**src/rtl/i2s_tdm_tx.sv**
```systemverilog
// I2S / left-justified / TDM serial transmitter clocked from the master clock.
// Double-buffered frame path (holding + shadow) with underrun detection and counting.
module i2s_tdm_tx #(
    parameter int DATA_W   = 32,
    parameter int SLOT_W   = 32,
    parameter int NCH      = 2,
    parameter int MCLK_DIV = 16
) (
    input  logic                   m_clk,
    input  logic                   rst_n,
    input  logic                   en,
    input  logic                   fmt,
    input  logic                   s_valid,
    input  logic [NCH*DATA_W-1:0]  s_data,
    output logic                   s_ready,
    output logic                   i2s_sck,
    output logic                   i2s_lrclk,
    output logic                   i2s_sdout,
    output logic                   underrun,
    output logic [15:0]            underrun_cnt
);

    localparam int FW = NCH * DATA_W;
    localparam int IW = (FW > 1) ? $clog2(FW) : 1;
    localparam int CW = $clog2(MCLK_DIV);
    localparam int SW = (NCH > 1) ? $clog2(NCH) : 1;
    localparam int PW = (SLOT_W > 1) ? $clog2(SLOT_W) : 1;

    typedef enum logic [0:0] {
        ST_IDLE = 1'b0,
        ST_RUN  = 1'b1
    } state_t;

    state_t          state_r;
    logic [CW-1:0]   cnt_r;
    logic [SW-1:0]   slot_r;
    logic [PW-1:0]   pos_r;
    logic [FW-1:0]   hold_r;
    logic [FW-1:0]   shadow_r;
    logic            full_r;
    logic            fmt_r;
    logic            sck_r;
    logic            lrclk_r;
    logic            sdout_r;
    logic            s_ready_r;
    logic            underrun_r;
    logic [15:0]     underrun_cnt_r;

    logic            last_s;
    logic            bit_edge_s;
    logic            start_s;
    logic            boundary_s;
    logic            stop_s;
    logic            load_s;
    logic            full_nxt_s;
    logic            fmt_s;
    logic [FW-1:0]   new_frame_s;
    logic [SW-1:0]   nslot_s;
    logic [PW-1:0]   npos_s;
    logic            rem_s;
    logic            sdout_nxt_s;
    logic            lrclk_nxt_s;

    // Bit `pos` of slot `slot`: sample bits MSB first, zero padding after DATA_W.
    function automatic logic frame_bit(input logic [FW-1:0] frame, input int slot, input int pos);
        logic [IW-1:0] idx;
        if (pos >= DATA_W) begin
            return 1'b0;
        end else begin
            idx = IW'((NCH - 1 - slot) * DATA_W + DATA_W - 1 - pos);
            return frame[idx];
        end
    endfunction

    // Frame-timing decode, buffer handshake and next-bit selection.
    always_comb begin
        last_s      = (slot_r == SW'(NCH - 1)) && (pos_r == PW'(SLOT_W - 1));
        bit_edge_s  = (state_r == ST_RUN) && (cnt_r == CW'(MCLK_DIV - 1));
        start_s     = (state_r == ST_IDLE) && en;
        boundary_s  = start_s || (bit_edge_s && last_s && en);
        stop_s      = bit_edge_s && last_s && !en;
        load_s      = s_valid && s_ready_r;
        full_nxt_s  = boundary_s ? load_s : (full_r || load_s);
        new_frame_s = full_r ? hold_r : {FW{1'b0}};
        fmt_s       = boundary_s ? fmt : fmt_r;

        if (boundary_s) begin
            nslot_s = '0;
            npos_s  = '0;
        end else if (pos_r == PW'(SLOT_W - 1)) begin
            nslot_s = slot_r + SW'(1);
            npos_s  = '0;
        end else begin
            nslot_s = slot_r;
            npos_s  = pos_r + PW'(1);
        end

        // I2S lags one bit: the bit being left is the one driven next; nothing carries over from idle.
        if (start_s) begin
            rem_s = 1'b0;
        end else begin
            rem_s = frame_bit(shadow_r, int'(slot_r), int'(pos_r));
        end

        if (fmt_s) begin
            sdout_nxt_s = frame_bit(boundary_s ? new_frame_s : shadow_r, int'(nslot_s), int'(npos_s));
        end else begin
            sdout_nxt_s = rem_s;
        end

        if (NCH == 2) begin
            lrclk_nxt_s = (nslot_s != SW'(0));
        end else if (fmt_s) begin
            lrclk_nxt_s = (nslot_s == SW'(0)) && (npos_s == PW'(0));
        end else begin
            lrclk_nxt_s = (nslot_s == SW'(NCH - 1)) && (npos_s == PW'(SLOT_W - 1));
        end
    end

    // Buffers, underrun bookkeeping, divider and serial output state machine.
    always_ff @(posedge m_clk or negedge rst_n) begin
        if (!rst_n) begin
            state_r        <= ST_IDLE;
            cnt_r          <= '0;
            slot_r         <= '0;
            pos_r          <= '0;
            hold_r         <= '0;
            shadow_r       <= '0;
            full_r         <= 1'b0;
            fmt_r          <= 1'b0;
            sck_r          <= 1'b0;
            lrclk_r        <= 1'b1;
            sdout_r        <= 1'b0;
            s_ready_r      <= 1'b1;
            underrun_r     <= 1'b0;
            underrun_cnt_r <= 16'd0;
        end else begin
            if (load_s) begin
                hold_r <= s_data;
            end
            full_r     <= full_nxt_s;
            s_ready_r  <= !full_nxt_s;
            underrun_r <= boundary_s && !full_r;
            if (boundary_s) begin
                shadow_r <= new_frame_s;
                fmt_r    <= fmt;
                if (!full_r && (underrun_cnt_r != 16'hFFFF)) begin
                    underrun_cnt_r <= underrun_cnt_r + 16'd1;
                end
            end

            case (state_r)
                ST_IDLE: begin
                    cnt_r  <= '0;
                    sck_r  <= 1'b0;
                    slot_r <= '0;
                    pos_r  <= '0;
                    if (en) begin
                        state_r <= ST_RUN;
                        lrclk_r <= lrclk_nxt_s;
                        sdout_r <= sdout_nxt_s;
                    end else begin
                        lrclk_r <= 1'b1;
                        sdout_r <= 1'b0;
                    end
                end
                ST_RUN: begin
                    if (bit_edge_s) begin
                        cnt_r <= '0;
                        sck_r <= 1'b0;
                        if (stop_s) begin
                            state_r <= ST_IDLE;
                            lrclk_r <= 1'b1;
                            sdout_r <= 1'b0;
                            slot_r  <= '0;
                            pos_r   <= '0;
                        end else begin
                            slot_r  <= nslot_s;
                            pos_r   <= npos_s;
                            lrclk_r <= lrclk_nxt_s;
                            sdout_r <= sdout_nxt_s;
                        end
                    end else begin
                        cnt_r <= cnt_r + CW'(1);
                        if (cnt_r == CW'(MCLK_DIV / 2 - 1)) begin
                            sck_r <= 1'b1;
                        end
                    end
                end
                default: begin
                    state_r <= ST_IDLE;
                end
            endcase
        end
    end

    assign s_ready      = s_ready_r;
    assign i2s_sck      = sck_r;
    assign i2s_lrclk    = lrclk_r;
    assign i2s_sdout    = sdout_r;
    assign underrun     = underrun_r;
    assign underrun_cnt = underrun_cnt_r;

endmodule

```
**config.mk**
```make
export PLATFORM = sky130hd
export DESIGN_NAME = i2s_tdm_tx
export DESIGN_NICKNAME = d
export VERILOG_FILES = /design/src/rtl/i2s_tdm_tx.sv
export SDC_FILE = /design/constraint.sdc
export NUM_CORES = 1
export LEC_CHECK = 0
export CAP_MARGIN = 10
export CORE_MARGIN = 3
export CORE_UTILIZATION = 55
export DETAILED_ROUTE_END_ITERATION = 8
export PLACE_DENSITY = 0.79
export SYNTH_ARGS = -nofsm -noshare
export SYNTH_HDL_FRONTEND = slang
export SYNTH_SLANG_ARGS = --single-unit
```
**constraint.sdc**
```tcl
create_clock -name m_clk -period 9.7 [get_ports m_clk]
set_clock_uncertainty 0.2 [all_clocks]
set_input_delay 0.97 -clock m_clk [delete_from_list [all_inputs] [get_ports m_clk]]
set_output_delay 0.97 -clock m_clk [all_outputs]
set_load 0.03 [all_outputs]
```
## Word level (Yosys, flattened, before mapping)

Cells that the tools add are included.

| operators by class | value |
|---|---|
| add/sub/neg operators | 12 |
| magnitude comparators | 2 |
| eq/ne operators | 6 |
| muxes and demuxes | 37 |
| bitwise gates (word level) | 1 |
| reductions and logical operators | 15 |

Operator list:

| operator | count |
|---|---|
| two-way mux 64 bit | 2 |
| two-way mux 1 bit | 21 |
| two-way mux 5 bit | 4 |
| adder 16 x 1 -> 16 bit (second input constant) | 1 |
| != test 16 bit (second input constant) | 1 |
| less-than comparator 6 x 7 -> 1 bit (second input constant) | 2 |
| adder 6 bit (second input constant) | 2 |
| binary-select mux 1 bit (select 6 bit) | 2 |
| subtractor 6 x 2 -> 6 bit (second input constant) | 2 |
| subtractor 6 bit | 2 |
| one-hot mux 1 bit (2 select lines) | 5 |
| one-hot mux 5 bit (2 select lines) | 1 |
| logical AND 1 bit | 9 |
| one-hot mux 4 bit (2 select lines) | 1 |
| adder 5 x 1 -> 5 bit (second input constant) | 1 |
| == test 5 bit (second input constant) | 1 |
| adder 4 x 1 -> 4 bit (second input constant) | 1 |
| == test 4 x 3 -> 1 bit (second input constant) | 1 |
| == test 4 bit (second input constant) | 1 |
| two-way mux 4 bit | 1 |
| zero test 1 bit | 3 |
| != test 3 x 1 -> 1 bit (second input constant) | 1 |
| logical OR 1 bit | 2 |
| != test 2 x 1 -> 1 bit (second input constant) | 1 |
| 4 further kinds | 5 |

| word-level totals | value |
|---|---|
| register bits | 162 |
| output and inout bits | 21 |

## Longest topological paths before layout

Gate-level depths: netlist of the first run.

| depth | value |
|---|---|
| depth after elaboration | 16 |
| gate-level depth with buffers | 13 |
| mapped depth without buffers | 11 |

## Worst setup path after synthesis of the first run

OpenSTA, ideal clock, no wires.

| timing | value |
|---|---|
| path type | flip-flop to flip-flop |
| start | register pos_r[0] |
| end | register sdout_r (netlist: i2s_sdout) |
| setup time | 122 ps |
| data arrival time | 2835 ps |
| data required time | 9378 ps |
| slack | 6543 ps |
| cell stages (with the launch flop) | 13 |
| clock period less this slack | 3157 ps |
| path through | dfrtp_1 ha_1 and3_1 ha_1 buf_6 nor2_2 buf_6 mux4_1 a22o_1 a21oi_1 a211oi_1 a211o_1 a32o_1 |

| on the way | value |
|---|---|
| cells in the longest elaborated chain, start to end | 16 |
| elaborated cells on any way between the ends | 28 |

Ends and longest elaborated chain:

| item | line | RTL |
|---|---|---|
| start: declaration | 37 | `logic [PW-1:0] pos_r;` |
| start signal: assignment | 179 | `pos_r <= npos_s;` |
| == test 5 bit | 77, 90 |  |
| logical AND 1 bit | 77 | `last_s = (slot_r == SW'(NCH - 1)) && (pos_r == PW'(SLOT_W - 1));` |
| logical AND 1 bit | 80, 81 |  |
| logical AND 1 bit | 80 | `boundary_s = start_s \|\| (bit_edge_s && last_s && en);` |
| logical OR 1 bit | 80 |  |
| two-way mux 1 bit | 87 | `if (boundary_s) begin` |
| subtractor 1 bit | 70 | `idx = IW'((NCH - 1 - slot) * DATA_W + DATA_W - 1 - pos);` |
| adder 6 bit | 70 |  |
| subtractor 6 x 2 -> 6 bit | 70 |  |
| subtractor 6 bit | 70 |  |
| binary-select mux 1 bit (select 6 bit) | 71 | `return frame[idx];` |
| two-way mux 1 bit (not written as such) | 71 |  |
| two-way mux 1 bit | 105 | `if (fmt_s) begin` |
| two-way mux 1 bit | 171 | `if (stop_s) begin` |
| two-way mux 1 bit | 168 | `if (bit_edge_s) begin` |
| one-hot mux 1 bit (2 select lines) (*) | 152 | `case (state_r)` |
| end signal: assignment | 161 | `sdout_r <= sdout_nxt_s;` |
| end signal: assignment | 181 | `sdout_r <= sdout_nxt_s;` |
| end: declaration | 44 | `logic sdout_r;` |

Mark *: on every way between the ends. The rest lies on a longest branch, timed or not. The select of a mux whose other input is x is not followed.
A chain may end at the register's enable or synchronous reset.

## Worst setup path after layout of the first run

| timing | value |
|---|---|
| start | register pos_r[1] |
| end | register sdout_r (netlist: i2s_sdout) |

Same word-level chain as after synthesis.

==> metrics.yaml, run 1 <==
synth:
  synth_seq_cells: 162
  synthAdderAreaFrac: 0.00812
  syn_inst: 663
  synth-compound-area-share: 0.0590
  ys.flop_type: "dfrtp_1"
  syn_nets: 737
  avgSynthCellArea_sq_um: 11.6
  yosysWarnings: 0
  ys_seq_area_frac: 0.527
  ys_types: 61
  synthSimpleGateAreaFrac: 0.155
  synth_common_cells: "160 x dfrtp_1, 143 x nand2_1, 71 x nand3_1"
  synth_top_area_frac: 0.520
  synth_top_family_by_area: "multiplexers"
  synth_area_sq_mm: 0.00770
  synth_edf_count: 0
  synth-xor-area-share: 0.0226
  synth.most_common_cell: "dfrtp_1"
  muxShareOfSynthArea: 0.189
  synth_area_leaders: "dfrtp_1 52%, mux2_2 9.5%, nand2_1 7.0%, mux4_2 5.8%, nand3_1 4.6%"
  synth_top_cell_by_area: "dfrtp_1"
  synthArstFlopShare: 1.00
grt:
  grt_max_degree: 89
  grt_pass1_vias: 5650
  grt_util_all_layers: 0.230
  antenna_found_initial: 0
  grt_remaining_overflow: 0
  grt_first_pass_wirelength_um: 29000
die:
  row_count: 42
  ios: 90
  dieArea_sq_mm: 0.0155
  die_h_um: 124
  die_w_um: 124
  initial_utilization: 0.572
  coreArea_sq_mm: 0.0135
detailed_routing:
  wl_per_cell_um: 18.2
  vias: 5338
  drc: 0
  routed_wl_um: 16800
  routed_via_density: 5.78
  ant_nets: 0
  dr.first_iter.drc_count: 340
  first_pass_iters: 4
clocking:
  cts_root_buf: "clkbuf_16"
  clock_latency_ps: 420
  cts.hold.buffers_added: 0
  cts_tree: "yes"
  h-tree-depth: 4
  ctsLongestPathBuffers: 2
  clock-sinks: 162
  post_cts_resized: 0
  numCtsBuffers: 17
  path_clk_slew_ps: 60
  post_cts_buffers: 0
cells_and_area:
  drive_gt1_frac: 0.182
  ff_latch_area_sq_mm: 0.00406
  multiInputGateArea_sq_mm: 0.00334
  fin_nets: 809
  synthToLayoutAreaGrowth_pct: 19.9
  fillCellCount: 1006
  design_area_sq_mm: 0.00923
  antenna_cells: 0
placement:
  io_buffers: 89
  gp_congestion: 0.845
  dp_hpwl_um: 11300
  placed_area_sq_mm: 0.00860
setup_path:
  r2r-start: "pos_r[1]"
  critPathKind: "flop to flop"
  crit_path_start_kind: "flop"
  reg2reg_setup_slack_ps: 4590
  r2r_cells: 12
  end_kind: "flop"
  path_max_fanout: 40
  arrival_ps: 5220
  r2r_end: "i2s_sdout"
  cp-startpoint: "pos_r[1]"
  crit_end: "i2s_sdout"
  crit_required_ps: 9810
sta:
  rsz0062_at_grt: "no"
  report.final.slew_viol_count: 0
  slew_headroom: 0.285
  period_share: 0.527
  min_period_ps: 5110
  max_clock_freq_ghz: 0.196
  setup_violations: 0
  finalHoldViolations: 0
  worst_pin_slew_ps: 1070
  finalSetupTns_ps: 0
job:
  maxCapViolCount: 0
worst_hold_path:
  min_path_type: "flop to flop"
  worstHoldStart: "shadow_r[21]"
power_and_ir_drop:
  vdd_drop_max_v: 0.000155
  power_density_mw_per_mm2: 240
  p_leak_nw: 4.24
outcome:
  status: "finished clean"
## power by group
part	switching [mW]	total [mW]	internal (mW)
clock network	0.257	0.719	0.462
registers	0.126	0.971	0.846
logic	0.247	0.522	0.275
## metrics by stage
stage	power [mW]	hold slack (ps)	std cells	util	worst slack (ps)
detailed placement	1.51	275	892	0.639	4650
global placement	1.49	270	892	0.639	4880
CTS	2.23	288	923	0.686	4590
global route	2.33	303	923	0.686	4260
floorplan	1.36	244	663	-	6540
finish	2.21	290	923	0.686	4590
## flip-flops by register name, summed over array words and instances (netlist names)
name	count
state_r	1
i2s_lrclk	1
i2s_sck	1
cnt_r	4
underrun_cnt	16
shadow_r	64
hold_r	64
i2s_sdout	1
full_r	1
pos_r	5
slot_r	1
s_ready	1
fmt_r	1
underrun	1
## layout by cell type (no fill, tap or decap), types with 5 or more instances in the layout
master and count:
mux2i_1 6, and3_1 6, nor2_1 17, a22o_1 6, nor3_1 6, xnor2_1 13
mux4_2 20, a21oi_1 16, inv_1 8, mux4_1 8, mux2_2 65, a22oi_1 6
clkdlybuf4s50_1 88, buf_4 7, nand2_1 142, clkbuf_16 17, xor2_1 5, nand3_1 71
bufinv_16 5, ha_1 5, dfrtp_1 159, o21ai_0 6
## kinds of logic (layout without fill, tap and decap cells)
kind of cell               Yosys count  in the layout
AOI/OAI and AO/OA                   61             61
xor gates and xnor gates            19             19
adders and majority gates            5              5
buffers and inverters               52            136
DFF                                162            162
muxes                               99             99
and+or+nand+nor                    265            265
## worst min path at each step
stage | end | depth (start not counted) | slack (ps)
after floorplan | shadow_r[10] | 2 | 240
after global placement | shadow_r[40] | 2 | 270
after detailed placement | shadow_r[21] | 2 | 270
after CTS | shadow_r[21] | 2 | 290
after global routing | cnt_r[0] | 1 | 300
final | shadow_r[21] | 2 | 290
## layer usage
layer | vias to the layer above | track usage | routed length [um]
met1 | 2707 | 0.316 | 7570
met5 | - | 0 | 0
met4 | 0 | 0.0722 | 254
met2 | 106 | 0.374 | 8360
met3 | 20 | 0.0446 | 617
li1 | 2505 | - | -
## worst max-delay path, stage by stage (launching register included)
cell      delay [ps]
dfrtp_1          920
ha_1             360
and3_1           180
ha_1             430
ha_1             380
nand4_4          170
a21boi_4         710
buf_4            510
or3_1            290
mux2i_1          260
o211ai_1         100
and4_1           220
a32o_1           250
## cell type report
type	count	area share
Clock buffer	22	0.0492
Sequential cell	162	0.440
Clock inverter	9	0.0194
Timing Repair Buffer	96	0.102
Inverter	9	0.00366
Tap cell	176	0.0239
Multi-Input combinational cell	449	0.362
No activity file was read; power rests on OpenSTA's default activity.
==> run 2, diff against run 1 <==
Settings changed: CORE_UTILIZATION 55 to 51, PLACE_DENSITY 0.79 to 0.77.
Clock period 9.7 ns to 4.56 ns, I/O delays scaled along.
==> metrics.yaml, run 2 (synthesized netlist as in run 1, its figures left out) <==
power_and_ir_drop:
  vdd_drop_max_v: 0.000350  # was 0.000155 V
  p_leak_nw: 4.24  # about the same
  power_density_mw_per_mm2: 490  # was 240 mW/mm^2
detailed_routing:
  routed_via_density: 5.78  # about the same
  wl_per_cell_um: 18.5  # was 18.2 um
  first_pass_iters: 5  # was 4
  vias: 5420  # was 5,338
  dr.first_iter.drc_count: 340  # unchanged
  routed_wl_um: 17300  # was 16,800 um
  ant_nets: 0  # unchanged
  drc: 0  # unchanged
setup_path:
  slowest_stage: "mux4_1"  # was dfrtp_1
  slowest_delay_ps: 600  # was 920 ps
  crit_path_start_kind: "flop"  # unchanged
  reg2reg_setup_slack_ps: 740  # was 4590 ps
  r2r_cells: 11  # was 12
  r2r_end: "i2s_sdout"  # unchanged
  r2r-start: "pos_r[0]"  # was pos_r[1]
  arrival_ps: 3940  # was 5220 ps
  critPathKind: "flop to flop"  # unchanged
  crit_buf_inv: 1  # unchanged
  crit_path_cell_trace: "ha_1 -> and3_1 -> ha_1 -> nor2_2 -> buf_4 -> mux4_1 -> a22o_1 -> a21oi_1 -> a211oi_1 -> a211o_1 -> a32o_1"  # was ha_1 -> and3_1 -> ha_1 -> ha_1 -> nand4_4 -> a21boi_4 -> buf_4 -> or3_1 -> mux2i_1 -> o211ai_1 -> and4_1 -> a32o_1
  crit_family: "compound AO/OA/AOI/OAI gates"  # was adder cells
  cpMostUsedCell: "ha_1"  # unchanged
  crit_required_ps: 4670  # was 9810 ps
  end_kind: "flop"  # unchanged
  path_max_fanout: 14  # was 40
die:
  ios: 90  # unchanged
  die_w_um: 129  # was 124 um
  initial_utilization: 0.526  # was 0.572
  die_h_um: 129  # was 124 um
  row_count: 44  # was 42
  dieArea_sq_mm: 0.0166  # was 0.0155 sq mm
  coreArea_sq_mm: 0.0146  # was 0.0135 sq mm
worst_hold_path:
  worstHoldStart: "shadow_r[42]"  # was shadow_r[21]
  min_path_type: "flop to flop"  # unchanged
  hold_end: "shadow_r[42]"  # was shadow_r[21]
  whs_path_depth: 2  # unchanged
sta:
  finalSetupTns_ps: 0  # unchanged
  slew_headroom: 0.407  # was 0.285
  setup_violations: 0  # unchanged
  max_clock_freq_ghz: 0.262  # was 0.196 GHz
  period_share: 0.839  # was 0.527
  worst_pin_slew_ps: 889  # was 1070 ps
  min_period_ps: 3820  # was 5110 ps
  finalHoldViolations: 0  # unchanged
  rsz0062_at_grt: "no"  # unchanged
  report.final.slew_viol_count: 0  # unchanged
clocking:
  h-tree-depth: 4  # unchanged
  cts_tree: "yes"  # unchanged
  post_cts_resized: 0  # unchanged
  cts_root_buf: "clkbuf_16"  # unchanged
  clock-sinks: 162  # unchanged
  ctsLongestPathBuffers: 2  # unchanged
  path_clk_slew_ps: 60  # about the same
  numCtsBuffers: 17  # unchanged
  post_cts_buffers: 0  # unchanged
  clock_latency_ps: 430  # was 420 ps
  cts.hold.buffers_added: 1  # was 0
cells_and_area:
  drive_gt1_frac: 0.191  # was 0.182
  final_cell_mix: "159 x dfrtp_1, 142 x nand2_1, 88 x clkdlybuf4s50_1"  # unchanged
  antenna_cells: 0  # unchanged
  synthToLayoutAreaGrowth_pct: 19.6  # was 19.9%
  fin_nets: 816  # was 809
  fin_util: 0.629  # was 0.686
  final_common_cell: "dfrtp_1"  # unchanged
placement:
  gp_congestion: 0.899  # was 0.845
  dp_hpwl_um: 12100  # was 11,300 um
  io_buffers: 89  # unchanged
grt:
  antenna_found_initial: 0  # unchanged
  grt_remaining_overflow: 0  # unchanged
  grt_pass1_vias: 5547  # was 5,650
  grt_util_all_layers: 0.222  # was 0.230
  grt_first_pass_wirelength_um: 28600  # was 29,000 um
  grt_max_degree: 95  # was 89
job:
  maxCapViolCount: 0  # unchanged
outcome:
  status: "finished clean"  # unchanged
## run 2: changes by cell type in the layout (fill, tap and decap cells not counted)
cell | before | now
dlygate4sd3_1 | 0 | 1
clkbuf_1 | 4 | 1
buf_12 | 0 | 1
clkbuf_8 | 1 | 2
buf_4 | 7 | 12
clkinv_4 | 0 | 2
inv_6 | 1 | 4
bufinv_16 | 5 | 0
clkinv_2 | 1 | 2
## run 2: where the power goes
part           switching (mW)  internal [mW]
logic                   0.563          0.590
clock network           0.583          0.724
registers               0.257           1.80
total                    1.40           3.11
## run 2: metal layers
metal	routed length, um	GRT usage	up-vias
met5	0	0	-
met4	235	0.0655	0
met3	751	0.0477	18
met2	8590	0.362	141
met1	7760	0.301	2747
li1	-	-	2514
## run 2: worst max-delay path by stage
| stage | from | endpoint | slack, ps | cells after the start |
|---|---|---|---|---|
| floorplan | pos_r[0] | i2s_sdout | 1400 | 12 |
| global placement | pos_r[0] | i2s_sdout | 840 | 11 |
| detailed placement | pos_r[0] | i2s_sdout | 770 | 11 |
| CTS | pos_r[0] | i2s_sdout | 730 | 11 |
| global route | pos_r[0] | i2s_sdout | 510 | 10 |
| finish | pos_r[0] | i2s_sdout | 740 | 11 |
## run 2: stage by stage
stage | cells | hold slack, ps | total power, mW | setup slack [ps] | cell area [sq um]
after floorplan | 663 | -39.6 | 2.89 | 1400 | 7700
after global placement | 906 | 272 | 3.18 | 844 | 8660
after detailed placement | 906 | 277 | 3.24 | 766 | 8660
after CTS | 937 | 292 | 4.55 | 729 | 9210
after global routing | 937 | 314 | 4.75 | 514 | 9210
final | 937 | 290 | 4.52 | 736 | 9210
## run 2: layout make-up
class	instances	area [sq um]
tap	184	230
sequential	162	4060
timing repair buffer	103	1010
fill	1162	5440
multi-input combinational	449	3340
clock buffer	20	457
inverter	9	33.8
clock inverter	10	77.6
## run 2: worst min-delay path, stage by stage, from the launching register on
cell and delay, ps:
dfrtp_1 360, nand2_1 50, nand2_1 50
==> run 3, diff against run 2 <==
Clock period 4.56 ns to 3.1 ns, I/O delays scaled along.
==> metrics.yaml, run 3 (synthesized netlist as in run 1, its figures left out) <==
job:
  maxCapViolCount: 0  # unchanged
sta:
  worst_slack_ps: 68.5  # was 736 ps
  rsz0062_at_grt: "yes"  # was no
  worst_hold_slack_ps: 226  # was 290 ps
  finalHoldViolations: 0  # unchanged
  setup_violations: 0  # unchanged
  max_clock_freq_ghz: 0.330  # was 0.262 GHz
  min_period_ps: 3030  # was 3820 ps
  slew_headroom: 0.457  # was 0.407
  period_share: 0.978  # was 0.839
  report.final.slew_viol_count: 0  # unchanged
  worst_pin_slew_ps: 808  # was 889 ps
worst_hold_path:
  min_path_type: "input pin to async pin"  # was flop to flop
setup_path:
  path_max_fanout: 4  # was 14
  r2r_end: "i2s_sdout"  # unchanged
  cp-startpoint: "pos_r[0]"  # unchanged
  arrival_ps: 3150  # was 3940 ps
  critPathKind: "flop to flop"  # unchanged
  crit_path_cell_trace: "ha_2 -> and3_1 -> ha_4 -> nor2_4 -> buf_4 -> mux4_2 -> a2111oi_4 -> a22oi_1 -> o31ai_1 -> nand2_1 -> a32o_1"  # was ha_1 -> and3_1 -> ha_1 -> nor2_2 -> buf_4 -> mux4_1 -> a22o_1 -> a21oi_1 -> a211oi_1 -> a211o_1 -> a32o_1
  r2r-start: "pos_r[0]"  # unchanged
  end_kind: "flop"  # unchanged
  crit_buf_inv: 1  # unchanged
  crit_family: "compound AO/OA/AOI/OAI gates"  # unchanged
  reg2reg_setup_slack_ps: 70  # was 740 ps
  slowest_stage: "mux4_2"  # was mux4_1
  crit_path_start_kind: "flop"  # unchanged
  slowest_delay_ps: 540  # was 600 ps
  r2r_cells: 11  # unchanged
  crit_required_ps: 3220  # was 4670 ps
clocking:
  ctsLongestPathBuffers: 2  # unchanged
  numCtsBuffers: 17  # unchanged
  path_clk_slew_ps: 60  # about the same
  cts_root_buf: "clkbuf_16"  # unchanged
  cts_tree: "yes"  # unchanged
  clock_latency_ps: 440  # was 430 ps
  clock-sinks: 162  # unchanged
  h-tree-depth: 4  # unchanged
grt:
  grt_util_all_layers: 0.231  # was 0.222
  grt_max_degree: 75  # was 95
  grt_remaining_overflow: 0  # unchanged
  grt_pass1_vias: 5723  # was 5,547
  grt_first_pass_wirelength_um: 29900  # was 28,600 um
  antenna_found_initial: 0  # unchanged
die:
  die_w_um: 129  # unchanged
  coreArea_sq_mm: 0.0146  # unchanged
  dieArea_sq_mm: 0.0166  # unchanged
  die_h_um: 129  # unchanged
  ios: 90  # unchanged
  row_count: 44  # unchanged
  initial_utilization: 0.526  # unchanged
detailed_routing:
  routed_wl_um: 18000  # was 17,300 um
  vias: 5487  # was 5,420
  wl_per_cell_um: 18.7  # was 18.5 um
  routed_via_density: 5.72  # was 5.78
  drc: 0  # unchanged
  dr.first_iter.drc_count: 335  # was 340
  ant_nets: 0  # unchanged
  first_pass_iters: 4  # was 5
power_and_ir_drop:
  p_seq_frac: 0.421  # was 0.455
  vdd_drop_max_v: 0.000525  # was 0.000350 V
  p_leak_nw: 4.38  # was 4.24 nW
  p_comb_frac: 0.263  # was 0.255
  netSwitchingFraction: 0.295  # was 0.311
  power_switching_mw: 2.10  # was 1.40 mW
  power_density_mw_per_mm2: 746  # was 490 mW/mm^2
  p_int_mw: 5.01  # was 3.11 mW
  pwr-share-clk: 0.316  # was 0.289
cells_and_area:
  final_common_cell: "dfrtp_1"  # unchanged
  fin_cells: 960  # was 937
  drive_gt1_frac: 0.226  # was 0.191
  synthToLayoutAreaGrowth_pct: 23.7  # was 19.6%
  final_cell_mix: "158 x dfrtp_1, 142 x nand2_1, 88 x clkdlybuf4s50_1"  # was 159 x dfrtp_1, 142 x nand2_1, 88 x clkdlybuf4s50_1
  antenna_cells: 0  # unchanged
  fin_nets: 837  # was 816
placement:
  dp_hpwl_um: 12800  # was 12,100 um
  place_inst: 923  # was 906
  dp_slack_ps: -78.9  # was 766 ps
  gp_congestion: 0.874  # was 0.899
  io_buffers: 89  # unchanged
outcome:
  status: "finished clean"  # unchanged
-- run 3: timing repair --
item / in CTS / in global routing
pin swaps: 2 / 3
gates resized for setup: 6 / 4
hold buffers: 1 / 0
buffers inserted: 1 / 3
setup endpoints to repair: 1 / 4
hold endpoints to repair: 62 / 0
-- run 3: final cells by class --
cell class | instances | area [sq um]
clock buffer | 20 | 457
clock inverter | 12 | 178
fill | 1114 | 5120
inverter | 9 | 33.8
multi-input combinational | 449 | 3390
sequential | 162 | 4060
tap | 184 | 230
timing repair buffer | 124 | 1170
-- run 3: how the worst max path moves through the flow --
stage	end	slack, ps	depth (start not counted)
finish	i2s_sdout	70	11
global route	i2s_sdout	-90	11
CTS	i2s_sdout	0.9	11
detailed placement	i2s_sdout	-80	11
global placement	i2s_sdout	-40	11
floorplan	i2s_sdout	10	12
-- run 3: stage by stage --
stage                     TNS [ps]  cell area (sq um)   util  power, mW
after floorplan                  0               7710      -       4.27
after global placement       -39.5               8800  0.601       4.77
after detailed placement     -78.9               8800  0.601       4.86
after CTS                        0               9470  0.647       7.13
after global routing         -89.1               9520  0.650       7.47
final                            0               9520  0.650       7.11
-- run 3: power by group through the flow --
| stage | logic (mW) | clock network, mW | registers, mW |
|---|---|---|---|
| floorplan | 1.32 | 0 | 2.94 |
| global placement | 1.77 | 0 | 3.00 |
| detailed placement | 1.83 | 0 | 3.03 |
| CTS | 1.86 | 2.28 | 2.99 |
| global route | 2.05 | 2.37 | 3.05 |
| finish | 1.87 | 2.24 | 2.99 |
-- run 3: metal layers --
metal,vias up,share of wire,track usage
li1,2554,-,-
met1,2788,0.44,0.317
met2,127,0.51,0.377
met3,18,0.035,0.0444
met4,0,0.013,0.0698
met5,-,0,0
